### src/rtl/seg_display_pkg.sv
// ---------------------------------------------------------------------------
// seg_display_pkg
// Shared definitions for the binary-to-BCD converter and the 4-digit
// seven-segment display multiplexer it feeds.
//   - BCD_DIGIT_W      : width of one packed BCD digit
//   - DEF_*            : default sizing shared by converter and display
//   - conv_state_e     : converter FSM state encoding
//   - bcd_all_nines()  : saturated all-9 BCD pattern for N digits
// ---------------------------------------------------------------------------
package seg_display_pkg;

  localparam int BCD_DIGIT_W    = 4;
  localparam int DEF_DIGITS     = 4;
  localparam int DEF_MAX_VAL    = 9999;
  localparam int DEF_BIN_W      = 14;
  // Widest display the saturation helper can describe.
  localparam int MAX_SAT_DIGITS = 8;

  typedef enum logic [1:0] {
    IDLE  = 2'd0,
    SHIFT = 2'd1,
    DONE  = 2'd2
  } conv_state_e;

  // Returns the low n digits set to 9, upper digits zero.
  function automatic logic [MAX_SAT_DIGITS*BCD_DIGIT_W-1:0] bcd_all_nines(
    input int unsigned n
  );
    logic [MAX_SAT_DIGITS*BCD_DIGIT_W-1:0] r;
    r = '0;
    for (int k = 0; k < MAX_SAT_DIGITS; k++) begin
      if (k < int'(n)) r[k*BCD_DIGIT_W +: BCD_DIGIT_W] = 4'd9;
    end
    return r;
  endfunction

endpackage

### src/rtl/bin_to_bcd_seq_if.sv
// ---------------------------------------------------------------------------
// bin_to_bcd_seq_if
// Start/done handshake and result bus of the binary-to-BCD converter.
//   start  : conversion request (master -> slave)
//   bin    : binary operand, sampled on the accepting edge (master -> slave)
//   busy   : conversion in progress (slave -> master)
//   done   : one-cycle pulse when bcd/ovf update (slave -> master)
//   bcd    : packed BCD result, digit k at [4k+3:4k] (slave -> master)
//   ovf    : last accepted operand exceeded MAX_VAL (slave -> master)
// ---------------------------------------------------------------------------
interface bin_to_bcd_seq_if #(
  parameter int BIN_W  = seg_display_pkg::DEF_BIN_W,
  parameter int DIGITS = seg_display_pkg::DEF_DIGITS
);
  logic                  start;
  logic [BIN_W-1:0]      bin;
  logic                  busy;
  logic                  done;
  logic [4*DIGITS-1:0]   bcd;
  logic                  ovf;

  modport master (output start, bin, input busy, done, bcd, ovf);
  modport slave  (input start, bin, output busy, done, bcd, ovf);
endinterface

### src/rtl/bcd_add3_digit.sv
// ---------------------------------------------------------------------------
// bcd_add3_digit
// Double-dabble correction cell: a BCD digit of 5 or more gets 3 added so
// the following left shift carries correctly into the next digit.
//   i_digit : digit before correction
//   o_digit : corrected digit (4-bit add, no carry out)
// ---------------------------------------------------------------------------
module bcd_add3_digit
  import seg_display_pkg::*;
(
  input  logic [BCD_DIGIT_W-1:0] i_digit,
  output logic [BCD_DIGIT_W-1:0] o_digit
);
  assign o_digit = (i_digit >= 4'd5) ? i_digit + 4'd3 : i_digit;
endmodule

### src/rtl/bin_to_bcd_seq.sv
// ---------------------------------------------------------------------------
// bin_to_bcd_seq
// Sequential binary-to-BCD converter (iterative shift-add-3). One operand
// bit is shifted per cycle; the published result only changes on the edge
// that finishes a conversion, so the display never sees partial values.
//   clk   : system clock, rising edge
//   rst_n : asynchronous active-low reset
//   bus   : slave side of bin_to_bcd_seq_if (start/bin in, busy/done/bcd/ovf out)
// ---------------------------------------------------------------------------
module bin_to_bcd_seq
  import seg_display_pkg::*;
#(
  parameter int BIN_W   = DEF_BIN_W,
  parameter int DIGITS  = DEF_DIGITS,
  parameter int MAX_VAL = DEF_MAX_VAL
) (
  input  logic             clk,
  input  logic             rst_n,
  bin_to_bcd_seq_if.slave  bus
);

  localparam int BCD_W = BCD_DIGIT_W * DIGITS;
  localparam int SH_W  = BCD_W + BIN_W;
  localparam int CNT_W = $clog2(BIN_W + 1);

  localparam logic [BCD_W-1:0] SAT_BCD  = BCD_W'(bcd_all_nines(DIGITS));
  localparam logic [CNT_W-1:0] LAST_CNT = CNT_W'(BIN_W - 1);

  conv_state_e        r_state;
  logic [SH_W-1:0]    r_sh;        // {BCD field, remaining operand bits}
  logic [CNT_W-1:0]   r_cnt;
  logic               r_ovf_pend;  // overflow of the operand being converted
  logic               r_busy;
  logic               r_done;
  logic [BCD_W-1:0]   r_bcd;
  logic               r_ovf;

  logic [BCD_W-1:0]   w_bcd_adj;
  logic [SH_W-1:0]    w_sh_next;
  logic [BCD_W-1:0]   w_bcd_final;
  logic               w_last;
  logic               w_in_ovf;

  for (genvar k = 0; k < DIGITS; k++) begin : g_digit
    bcd_add3_digit u_add3 (
      .i_digit (r_sh[BIN_W + k*BCD_DIGIT_W +: BCD_DIGIT_W]),
      .o_digit (w_bcd_adj[k*BCD_DIGIT_W +: BCD_DIGIT_W])
    );
  end

  // Correct every digit first, then shift the whole register left by one.
  assign w_sh_next   = {w_bcd_adj[BCD_W-2:0], r_sh[BIN_W-1:0], 1'b0};
  // On the final shift the BCD field of w_sh_next is the complete result.
  assign w_bcd_final = w_sh_next[SH_W-1:BIN_W];
  assign w_last      = (r_cnt == LAST_CNT);
  assign w_in_ovf    = (int'(bus.bin) > MAX_VAL);

  // NOTE: every register here, the datapath shift register included, is
  // reset so an aborted conversion leaves no stale state behind, and all
  // sequential updates use <= so each branch sees the pre-edge values.
  always_ff @(posedge clk or negedge rst_n) begin
    if (!rst_n) begin
      r_state    <= IDLE;
      r_sh       <= '0;
      r_cnt      <= '0;
      r_ovf_pend <= 1'b0;
      r_busy     <= 1'b0;
      r_done     <= 1'b0;
      r_bcd      <= '0;
      r_ovf      <= 1'b0;
    end else begin
      unique case (r_state)
        IDLE, DONE: begin
          r_done <= 1'b0;
          if (bus.start) begin
            r_state    <= SHIFT;
            r_sh       <= SH_W'(bus.bin);
            r_cnt      <= '0;
            r_ovf_pend <= w_in_ovf;
            r_busy     <= 1'b1;
          end else begin
            r_state <= IDLE;
            r_busy  <= 1'b0;
          end
        end
        SHIFT: begin
          // start is deliberately ignored here: no queueing.
          r_sh  <= w_sh_next;
          r_cnt <= r_cnt + 1'b1;
          if (w_last) begin
            r_state <= DONE;
            r_busy  <= 1'b0;
            r_done  <= 1'b1;
            r_bcd   <= r_ovf_pend ? SAT_BCD : w_bcd_final;
            r_ovf   <= r_ovf_pend;
          end
        end
        default: begin
          r_state <= IDLE;
          r_busy  <= 1'b0;
          r_done  <= 1'b0;
        end
      endcase
    end
  end

  assign bus.busy = r_busy;
  assign bus.done = r_done;
  assign bus.bcd  = r_bcd;
  assign bus.ovf  = r_ovf;

endmodule

### src/flat_wrapper.sv
// flat-port wrapper written by rule: the top's interface ports become plain ports
module bin_to_bcd_seq_flat import seg_display_pkg::*;
#(
  parameter int BIN_W   = DEF_BIN_W,
  parameter int DIGITS  = DEF_DIGITS,
  parameter int MAX_VAL = DEF_MAX_VAL
)
  (clk, rst_n, bus_start, bus_bin, bus_busy, bus_done, bus_bcd, bus_ovf);
  bin_to_bcd_seq_if #(.BIN_W(BIN_W), .DIGITS(DIGITS)) bus_i ();
  input  logic clk;
  input  logic rst_n;
  input wire logic [$bits(bus_i.start)-1:0] bus_start;
  input wire logic [$bits(bus_i.bin)-1:0] bus_bin;
  output wire logic [$bits(bus_i.busy)-1:0] bus_busy;
  output wire logic [$bits(bus_i.done)-1:0] bus_done;
  output wire logic [$bits(bus_i.bcd)-1:0] bus_bcd;
  output wire logic [$bits(bus_i.ovf)-1:0] bus_ovf;
  assign bus_i.start = bus_start;
  assign bus_i.bin = bus_bin;
  assign bus_busy = bus_i.busy;
  assign bus_done = bus_i.done;
  assign bus_bcd = bus_i.bcd;
  assign bus_ovf = bus_i.ovf;
  bin_to_bcd_seq #(.BIN_W(BIN_W), .DIGITS(DIGITS), .MAX_VAL(MAX_VAL)) u_core (.clk(clk), .rst_n(rst_n), .bus(bus_i));
endmodule
### config.mk
export PLATFORM = sky130hd
export DESIGN_NAME = bin_to_bcd_seq_flat
export DESIGN_NICKNAME = d
export VERILOG_FILES = /design/src/rtl/seg_display_pkg.sv /design/src/rtl/bin_to_bcd_seq_if.sv /design/src/rtl/bcd_add3_digit.sv /design/src/rtl/bin_to_bcd_seq.sv /design/src/flat_wrapper.sv
export SDC_FILE = /design/constraint.sdc
export NUM_CORES = 1
export LEC_CHECK = 0
export CELL_PAD_IN_SITES_DETAIL_PLACEMENT = 1
export CELL_PAD_IN_SITES_GLOBAL_PLACEMENT = 1
export CORE_UTILIZATION = 40
export DETAILED_ROUTE_END_ITERATION = 7
export PLACE_DENSITY_LB_ADDON = 0.25
export RECOVER_POWER = 100
export SYNTH_ARGS = -nofsm -noshare
export SYNTH_HDL_FRONTEND = slang
export SYNTH_SLANG_ARGS = --single-unit
### constraint.sdc
create_clock -name clk -period 4.7 [get_ports clk]
set_input_delay 0.94 -clock clk [delete_from_list [all_inputs] [get_ports clk]]
set_output_delay 0.94 -clock clk [all_outputs]
set_load 0.1 [all_outputs]
==> impl_results.rst <==
.. list-table::
   :header-rows: 1

   * - Metric
     - Value
   * - Result of the run
     - completed
   * - Max-cap violations
     - 0
   * - Post-synth EDFFs
     - 0
   * - Count of endpoints failing setup in the final report
     - 0
   * - Leading register cell type out of synthesis
     - sky130_fd_sc_hd__dfrtp_1
   * - Post-detailed-placement half-perimeter wirelength
     - 4.04 mm
   * - Area share of the leading cell type in the synthesized netlist
     - 54.7%
   * - Synth cell types
     - 26
   * - Cts repair resizes
     - 0
   * - Number of instances in the synthesized netlist
     - 247
   * - Type of origin of the critical path
     - input port
   * - Number of port buffers
     - 35
   * - Pre-CTS setup slack
     - roughly 2 ns
   * - Ratio of routed vias to standard cells
     - 5.43
   * - CTS sink count
     - 55
   * - Number of buffers inserted during clock tree synthesis
     - 5
   * - Share of flip-flops with an asynchronous set or reset after synthesis
     - 100%
   * - Data arrival time of the critical path
     - 3.58 ns
   * - Global placement routability congestion
     - 0.740
   * - Clock Latency Late Sink
     - slightly above 0.3 ns
   * - Transition time at the pin with the least slew margin
     - 1.07 ns
   * - Post-route setup TNS
     - 0 ns
   * - Sequential element share of the synthesized area
     - 54.7%
   * - Number of filler cells placed in the layout
     - 690
   * - Area Growth Syn to Fin
     - 19.7%
   * - Remaining max-slew budget at the tightest pin
     - 28.8%
   * - Bufs on Longest Clock Path
     - 2
   * - Fraction of final layout cells with drive strength greater than 1
     - ~3.9%
   * - Top-count cell post-synth
     - sky130_fd_sc_hd__dfrtp_1
   * - Mean instance size in the synthesized netlist
     - 10.2 sq um
   * - Critical path startpoint
     - bus_start
   * - Yosys warning count
     - 0
   * - Cell Area, Placed
     - 0.00292 sq mm
   * - Startpoint of the worst-slack reg-to-reg timing path
     - u_core.r_state[1]$_DFFE_PN0P_
   * - Leading cell types by total area after synthesis
     - sky130_fd_sc_hd__dfrtp_1 55%, sky130_fd_sc_hd__nand2_1 6.9%, sky130_fd_sc_hd__a22o_1 6.3%
   * - Sort of element at the end of the critical path
     - flop
   * - Overall die height
     - 81.3 um
   * - Core ar.
     - 0.00599 sq mm
   * - Count of TritonRoute iterations in the first routing pass
     - 4
   * - Shortest period the worst path allows
     - 3.36 ns
   * - Worst Setup Slack, final
     - 1.34 ns
   * - Unrepaired setup endpoints after global routing
     - no
   * - Sum of routed wire length over all layers
     - 5.76 mm
   * - Vias in the first global route
     - 1964
   * - CTS tree
     - done
   * - Global router's overall resource usage
     - about a fifth
   * - Average wire per cell in the routed design
     - 16.1 um
   * - Deepest level of the CTS H-tree
     - 2
   * - Worst min-delay path class
     - flop to flop
   * - FF+latch count, synth
     - 55
   * - Setup Skew
     - 0.00507 ns
   * - Antenna cell count
     - 0
   * - Number of hold buffers added after CTS
     - 0
   * - Initial antenna violation count
     - 0
   * - Effective utilization at floorplan
     - 42.0%
   * - Cell accounting for the most synthesized area
     - sky130_fd_sc_hd__dfrtp_1
   * - Via count
     - between 1500 and 2000
   * - I/O pins
     - 36
   * - DR DRC count
     - 0
   * - Width of the die
     - 81.3 um
   * - Remaining global-route overflow
     - 0
   * - Die Area
     - 0.00661 sq mm
   * - Count of nets left with antenna violations after detail routing
     - 0
   * - Fmax
     - 297 MHz
   * - Final std cell area, no fill
     - 0.00301 sq mm
   * - CTS Root Cell
     - sky130_fd_sc_hd__clkbuf_8
   * - Total count of max-transition violations in the final report
     - 0
   * - Number of nets at the end of the flow
     - 308
   * - Placement Rows
     - 28
   * - Pin count of the biggest net entering global routing
     - 56
   * - Required time of the worst setup path
     - approximately 4.9 ns
   * - Drt initial violations
     - between 80 and 90
   * - Period Utilization, post-route
     - 71.6%
   * - Number of setup buffers added after CTS
     - 0
   * - Final hold violation count
     - 0
   * - Area of the mapped netlist
     - 0.00252 sq mm
   * - Clock transition at path regs
     - 0.10 ns
   * - Beginning of the worst hold path
     - u_core.bus.bcd[0]$_DFFE_PN0P_
   * - Leading post-synthesis cells by instance count
     - 55 x sky130_fd_sc_hd__dfrtp_1, 46 x sky130_fd_sc_hd__nand2_1, 18 x sky130_fd_sc_hd__a22o_1
   * - Wire length of the first global-routing pass
     - 9.61 mm
   * - Max FO, Critical Path
     - 18
   * - Critical path class
     - input port to flop
   * - Post-synthesis net count
     - 274
-- final cells by class --
class | instances | area (sq um) | area share (%)
repair buffers | 39 | 368 | 12.2
flip-flops and latches | 55 | 1380 | 45.7
well taps | 75 | 93.8 | 3.11
multi-input cells | 170 | 1040 | 34.5
inverters | 10 | 37.5 | 1.25
clock buffers | 8 | 100 | 3.32
-- flip-flops by register name, summed over array words and instances (netlist names) --
register and flops:
u_core.r_sh 30, u_core.r_state 2, u_core.bus.bcd 16, u_core.r_ovf_pend 1
u_core.bus.ovf 1, u_core.r_cnt 4, u_core.bus.busy 1
-- stage by stage --
stage | hold slack (ns) | std cells | utilization (%)
CTS | 0.488 | 357 | 50.5
global route | 0.506 | 357 | 50.3
detailed placement | 0.465 | 349 | 48.8
floorplan | 0.446 | 247 | -
finish | 0.474 | 357 | 50.3
global placement | 0.454 | 349 | 48.8
-- cell usage in the layout, fill, tap and decap left out --
master                            Yosys  final
sky130_fd_sc_hd__nand3_1              9      9
sky130_fd_sc_hd__nor3_1               4      4
sky130_fd_sc_hd__inv_1                9      9
sky130_fd_sc_hd__clkinv_1             1      1
sky130_fd_sc_hd__a22oi_1             13     13
sky130_fd_sc_hd__nor2_1              14     14
sky130_fd_sc_hd__a21oi_1             10     10
sky130_fd_sc_hd__nor3b_1              7      7
sky130_fd_sc_hd__dlygate4sd3_1        0     21
sky130_fd_sc_hd__ha_1                10     10
sky130_fd_sc_hd__nand2b_1             6      6
sky130_fd_sc_hd__o311ai_0             1      1
sky130_fd_sc_hd__xnor2_1              4      4
sky130_fd_sc_hd__nor2b_1              2      1
sky130_fd_sc_hd__clkbuf_8             0      7
sky130_fd_sc_hd__o21ai_0             15     15
sky130_fd_sc_hd__nor4_1               1      1
sky130_fd_sc_hd__mux2i_1              4      4
sky130_fd_sc_hd__a2111oi_0            4      4
sky130_fd_sc_hd__buf_4                1      2
sky130_fd_sc_hd__buf_2                3      1
sky130_fd_sc_hd__nor2b_2              0      1
sky130_fd_sc_hd__nand2_1             46     46
sky130_fd_sc_hd__clkbuf_1             6      3
sky130_fd_sc_hd__a22o_1              18     18
sky130_fd_sc_hd__dfrtp_1             55     55
sky130_fd_sc_hd__or2_0                0      1
sky130_fd_sc_hd__clkdlybuf4s50_1      0     13
sky130_fd_sc_hd__nand4_1              1      1
-- layer usage --
metal	vias to the layer above	track usage, %	share of wire, %
met5	-	0	0
met4	0	6.96	1.4
met1	966	25.3	48
met2	35	32.6	48
met3	5	3.71	2.5
li1	931	-	-
-- final timing paths --
| kind | end | slack, ns | cells past startpoint |
|---|---|---|---|
| max | u_core.r_cnt[1]$_DFFE_PN0P_ | 1.34 | 7 |
| min | u_core.bus.bcd[0]$_DFFE_PN0P_ | 0.47 | 2 |
| max reg2reg | u_core.bus.bcd[12]$_DFFE_PN0P_ | 2.05 | 5 |
| min reg2reg | u_core.bus.bcd[0]$_DFFE_PN0P_ | 0.47 | 2 |
| max in group asynchronous | u_core.r_cnt[0]$_DFFE_PN0P_ | 3.47 | 2 |
| min in group asynchronous | u_core.bus.bcd[10]$_DFFE_PN0P_ | 0.76 | 2 |
-- cell families after synthesis --
group	after synthesis	synth area share (%)
AND/OR/NAND/NOR	91	16.4
buffers and inverters	22	4.17
adder cells (fa/ha/maj)	10	4.97
XOR/XNOR	4	1.39
flip-flops	55	54.7
AO/OA/AOI/OAI	61	16.8
multiplexers	4	1.59
-- critical path, cell delays in order --
cell	delay (ns)
sky130_fd_sc_hd__dlygate4sd3_1	0.54
sky130_fd_sc_hd__nor2b_1	0.13
sky130_fd_sc_hd__clkbuf_1	0.30
sky130_fd_sc_hd__nor2_1	0.79
sky130_fd_sc_hd__clkbuf_1	0.67
sky130_fd_sc_hd__nand2_1	0.10
sky130_fd_sc_hd__o21ai_0	0.11
Power is not shown: default switching activity piles up to over one toggle a cycle in this logic, so the estimate is an artifact.
